## src/rtl/bcd_pkg.sv

```systemverilog
`default_nettype none
// ============================================================================
// Module      : bcd_pkg
// Description : Shared BCD digit type, digit limits and validity helper.
// Revision    : 1.0 - initial release
// ============================================================================
package bcd_pkg;

  typedef logic [3:0] bcd_digit_t;

  localparam bcd_digit_t BCD_MAX = 4'd9;
  localparam bcd_digit_t BCD_MIN = 4'd0;

  // A digit code above 9 cannot be shown on a decade display.
  function automatic logic bcd_invalid(input bcd_digit_t d);
    return (d > BCD_MAX);
  endfunction

endpackage
`default_nettype wire

```

## src/rtl/bcd_digit.sv

```systemverilog
`default_nettype none
// ============================================================================
// Module      : bcd_digit
// Description : Single BCD decade register with load, up/down step and
//               9/0 detection for ripple carry and borrow chains.
// Revision    : 1.0 - initial release
// ============================================================================
module bcd_digit
  import bcd_pkg::*;
(
  input  logic       clk,
  input  logic       rst,
  input  logic       step,
  input  logic       up,
  input  logic       load,
  input  logic [3:0] load_digit,
  output logic [3:0] digit,
  output logic       at_max,
  output logic       at_min
);

  bcd_digit_t digit_q;
  bcd_digit_t digit_d;

  always_comb begin
    digit_d = digit_q;
    if (load) begin
      // Illegal codes are stored as zero so the digit never leaves 0-9.
      digit_d = bcd_invalid(load_digit) ? BCD_MIN : load_digit;
    end else if (step) begin
      if (up) begin
        digit_d = (digit_q == BCD_MAX) ? BCD_MIN : digit_q + 4'd1;
      end else begin
        digit_d = (digit_q == BCD_MIN) ? BCD_MAX : digit_q - 4'd1;
      end
    end
  end

  always_ff @(posedge clk or negedge rst) begin
    if (!rst) begin
      digit_q <= BCD_MIN;
    end else begin
      digit_q <= digit_d;
    end
  end

  assign digit  = digit_q;
  assign at_max = (digit_q == BCD_MAX);
  assign at_min = (digit_q == BCD_MIN);

endmodule
`default_nettype wire

```

## src/rtl/bcd_updown_counter.sv

```systemverilog
`default_nettype none
// ============================================================================
// Module      : bcd_updown_counter
// Description : Multi-digit BCD up/down counter with enable, parallel load,
//               cascadable terminal count. Load path enabled by macro
//               BCD_COUNTER_LOAD_EN; otherwise the counter is count/hold only.
// Revision    : 1.0 - initial release
// ============================================================================
module bcd_updown_counter
  import bcd_pkg::*;
#(
  parameter int DIGITS = 4
) (
  input  logic                clk,
  input  logic                rst,
  input  logic                en,
  input  logic                up,
  input  logic                load,
  input  logic [4*DIGITS-1:0] load_val,
  output logic [4*DIGITS-1:0] count,
  output logic                tc,
  output logic                load_err
);

  logic              load_eff;
  logic [DIGITS-1:0] step;
  logic [DIGITS-1:0] at_max;
  logic [DIGITS-1:0] at_min;
  logic [DIGITS-1:0] digit_bad;

`ifdef BCD_COUNTER_LOAD_EN
  logic load_err_q;
  logic load_err_d;

  assign load_eff   = load;
  assign load_err_d = load & (|digit_bad);

  always_ff @(posedge clk or negedge rst) begin
    if (!rst) begin
      load_err_q <= 1'b0;
    end else begin
      load_err_q <= load_err_d;
    end
  end

  assign load_err = load_err_q;
`else
  logic w_unused_load;

  assign w_unused_load = load ^ (|digit_bad);
  assign load_eff      = 1'b0;
  assign load_err      = 1'b0;
`endif

  // Load takes priority, so no digit steps on a load edge.
  assign step[0] = en & ~load_eff;

  genvar gi;
  generate
    for (gi = 0; gi < DIGITS; gi++) begin : g_digit
      assign digit_bad[gi] = bcd_invalid(load_val[4*gi +: 4]);

      if (gi > 0) begin : g_chain
        assign step[gi] = step[gi-1] & (up ? at_max[gi-1] : at_min[gi-1]);
      end

      bcd_digit u_digit (
        .clk        (clk),
        .rst        (rst),
        .step       (step[gi]),
        .up         (up),
        .load       (load_eff),
        .load_digit (load_val[4*gi +: 4]),
        .digit      (count[4*gi +: 4]),
        .at_max     (at_max[gi]),
        .at_min     (at_min[gi])
      );
    end
  endgenerate

  assign tc = en & (up ? (&at_max) : (&at_min));

endmodule
`default_nettype wire

```

## config.mk

```make
export PLATFORM = sky130hd
export DESIGN_NAME = bcd_updown_counter
export DESIGN_NICKNAME = d
export VERILOG_FILES = /design/src/rtl/bcd_pkg.sv /design/src/rtl/bcd_digit.sv /design/src/rtl/bcd_updown_counter.sv
export SDC_FILE = /design/constraint.sdc
export NUM_CORES = 1
export LEC_CHECK = 0
export CORE_UTILIZATION = 60
export DETAILED_ROUTE_END_ITERATION = 10
export DONT_BUFFER_PORTS = 1
export PLACE_DENSITY_LB_ADDON = 0.12
export SLEW_MARGIN = 0
export SYNTH_ARGS = -nofsm -noshare
export SYNTH_HDL_FRONTEND = slang
export SYNTH_HIERARCHICAL = 1
export SYNTH_SLANG_ARGS = --single-unit
```

## constraint.sdc

```tcl
create_clock -name clk -period 5.75 [get_ports clk]
set_input_delay 1.15 -clock clk [delete_from_list [all_inputs] [get_ports clk]]
set_output_delay 1.15 -clock clk [all_outputs]
set_load 0.03 [all_outputs]
```

==> impl_metrics.py <==
metrics = {
    "detailed_routing": {
        "drc": 0,
        "avgRoutedWirePerCell_um": 16.0,
        "num_vias": 1388,
        "initialDrtViolationCount": 28,
        "dr.pass1.iters": 4,
        "drt-total-wl_um": 3400,
        "detail-route-antenna-nets": 0,
        "viasPerCell": 6.52,
    },
    "critical_path": {
        "rr_startpoint": "g_digit[0].u_digit/digit[0]$_DFFE_PN0P_",
        "path_cells": "and4bb_2, nand3_1, o21ai_0",
        "critPathCaptureType": "primary output",
        "worstPathArrival_ns": 2.31,
        "worstPathRequired_ns": 4.60,
        "worstSetupStartpointType": "flip-flop",
        "cp-endpoint": "tc",
        "ff2ff_setup_slack_ns": 2.87,
        "reg2reg_to": "g_digit[3].u_digit/digit[1]$_DFFE_PN0P_",
        "crit_type": "reg2out",
        "crit_start": "g_digit[0].u_digit/digit[0]$_DFFE_PN0P_",
        "path_max_fanout": 13,
        "cp_slowest_stage_delay_ns": 0.80,
        "critPathSlowestCell": "o21ai_0",
        "rr_worst_depth": 7,
    },
    "clock_network": {
        "numCtsBuffers": 3,
        "cts_resized": 0,
        "cts_tree": "built",
        "ctsHoldBuffers": 0,
        "htreeDepth": 1,
        "path_clk_slew_ns": 0.09,
        "clockBufferDepth": 2,
        "cts_setup_buffers": 0,
        "clock_sink_count": 16,
        "clock-root-buffer": "clkbuf_4",
        "clk_latency_ns": 0.29,
    },
    "power_and_ir_drop": {
        "p_leak_nw": 0.505,
        "peakVddDrop_mv": 0.173,
        "power_density_mw_per_mm2": 208,
    },
    "synthesis": {
        "yosys_warnings": 6,
        "yosys-top-cells-area": "dfrtp_1 (25%), a21oi_1 (6.4%), o21ai_0 (5.4%)",
        "synth_xor_xnor_area_share": 0.0859,
        "synth_top_area_cell": "dfrtp_1",
        "ys_seq_area_frac": 0.254,
        "yosysUniqueCellTypes": 33,
        "synth_area_mm2": 0.00157,
        "yosysTopAreaCellShare": 0.254,
        "yosys.area_share.simple": 0.299,
        "netlist_instances": 193,
        "synthMuxAreaShare": 0.0127,
        "synth_seq_cells": 16,
        "synthAdderAreaFrac": 0,
        "syn_avg_cell_area_um2": 8.16,
        "synth_compound_area_frac": 0.262,
        "synth_top_family_by_area": "simple AND/OR/NAND/NOR gates",
    },
    "global_routing": {
        "grt_pass1_wl_um": 5390,
        "grt_pass1_vias": 1264,
        "grtUsageTotal": 0.259,
        "antenna_found_initial": 0,
        "overflow": 0,
        "grt_max_degree": 34,
    },
    "layout": {
        "seq_area_um2": 400,
        "fin_nets": 206,
        "fillers": 239,
        "area_growth_pct": -2.70,
        "antenna_cells": 0,
        "largest_reg_flops": 16,
        "multi_input_area_mm2": 0.00106,
        "drive_gt1_frac": 0.126,
    },
    "placement": {
        "hpwl_um": 2340,
        "routabilityCongestion": 0.800,
        "pre_cts_ws_ns": 2.58,
        "io_buffers": 0,
    },
    "outcome": {
        "outcome": "finished clean",
    },
    "hold_path": {
        "hold_class": "in2async",
    },
    "floorplanning": {
        "ios": 39,
        "coreArea_mm2": 0.00248,
        "start_util": 0.635,
        "rows": 18,
        "die-area_mm2": 0.00283,
        "die_h_um": 53.2,
        "die_x_um": 53.2,
    },
    "sta": {
        "slew_headroom": 0.317,
        "worst_slew_pin_slew_ns": 1.01,
        "fmax_mhz": 289,
        "final.setup_skew_ns": 0.000817,
        "worst_slack_ns": 2.29,
        "timing.final.crit_share": 0.602,
        "slew_viol_final": 0,
        "hold_viol": 0,
        "setup_tns_ns": 0,
        "setup_viol": 0,
        "rsz0062_at_grt": "no",
        "fin_crit_ns": 3.46,
    },
    "flow_run": {
        "max_cap_viol_count": 0,
    },
}
-- power breakdown --
group | switching, mW | internal, mW
Clock | 0.0362 | 0.0244
Combinational | 0.0321 | 0.0419
Sequential | 0.0605 | 0.123
-- layout make-up --
type / count / area share
inverters: 4 / 0.00980
clock buffers: 3 / 0.0147
multi-input cells: 160 / 0.690
well taps: 30 / 0.0245
flip-flops and latches: 16 / 0.261
-- routing by layer --
layer  track usage  routed length (um)  vias up
li1              -                   -      685
met1         0.315                1420      650
met2         0.423                1730       49
met3        0.0632                 215        4
met4         0.123                  30        0
met5             0                   0        -
-- Yosys cell counts --
master     n
clkbuf_1   4
buf_6      4
and2b_2    4
dfrtp_1   16
or3_1      4
a22oi_2    4
nor4_1     8
o41a_1     4
a21boi_0   8
inv_1      4
nand4b_1   4
mux2i_1    2
buf_2      4
nand2_1   16
conb_1     1
o31ai_1    4
o32ai_1    4
xnor2_1    8
xor2_2     4
or3_2      4
and4bb_2   4
and3b_1    1
nand2b_1   8
a21oi_1   20
nor3b_1    1
nand4_1    1
nand3_1   10
a31oi_1    1
nor2b_1    2
buf_4      5
nor3_1     4
nor2_1     8
o21ai_0   17
-- cell families (layout without fill, tap and decap cells) --
family | count (synthesis) | count (layout)
AOI/OAI and AO/OA | 62 | 62
xor gates and xnor gates | 12 | 12
buffers and inverters | 21 | 7
DFF | 16 | 16
muxes | 2 | 2
other | 1 | 5
and+or+nand+nor | 79 | 79
-- how the worst min path moves through the flow --
stage	to	cells past startpoint
2_1_floorplan	g_digit[0].u_digit/digit[2]$_DFFE_PN0P_	2
3_3_place_gp	g_digit[2].u_digit/digit[1]$_DFFE_PN0P_	0
3_5_place_dp	g_digit[2].u_digit/digit[3]$_DFFE_PN0P_	0
4_1_cts	g_digit[2].u_digit/digit[3]$_DFFE_PN0P_	0
5_1_grt	g_digit[3].u_digit/digit[3]$_DFFE_PN0P_	0
6_report	g_digit[2].u_digit/digit[0]$_DFFE_PN0P_	0
-- through the flow --
stage	power, mW	cells	util	hold slack [ns]	instance area (um2)
global route	0.340	213	0.618	0.515	1530
finish	0.318	213	0.618	0.543	1530
global placement	0.252	210	0.609	0.855	1510
floorplan	0.256	197	-	0.823	1590
CTS	0.321	213	0.618	0.525	1530
detailed placement	0.258	210	0.609	0.855	1510
-- critical path, delay by kind of cell (launching register included) --
| kind | cells | cell delay, ns |
|---|---|---|
| compound gates | 1 | 0.80 |
| flops | 1 | 0.78 |
| simple gates | 2 | 0.44 |
-- cell usage in the layout (no fill, tap or decap), types with 5 or more instances in the layout --
cell type | synthesis | final
a21boi_0 | 8 | 8
a21oi_1 | 20 | 20
conb_1 | 1 | 5
dfrtp_1 | 16 | 16
nand2_1 | 16 | 16
nand2b_1 | 8 | 8
nand3_1 | 10 | 10
nor2_1 | 8 | 8
nor4_1 | 8 | 8
o21ai_0 | 17 | 17
xnor2_1 | 8 | 8
Note: power is estimated with default switching activity, not from simulation.
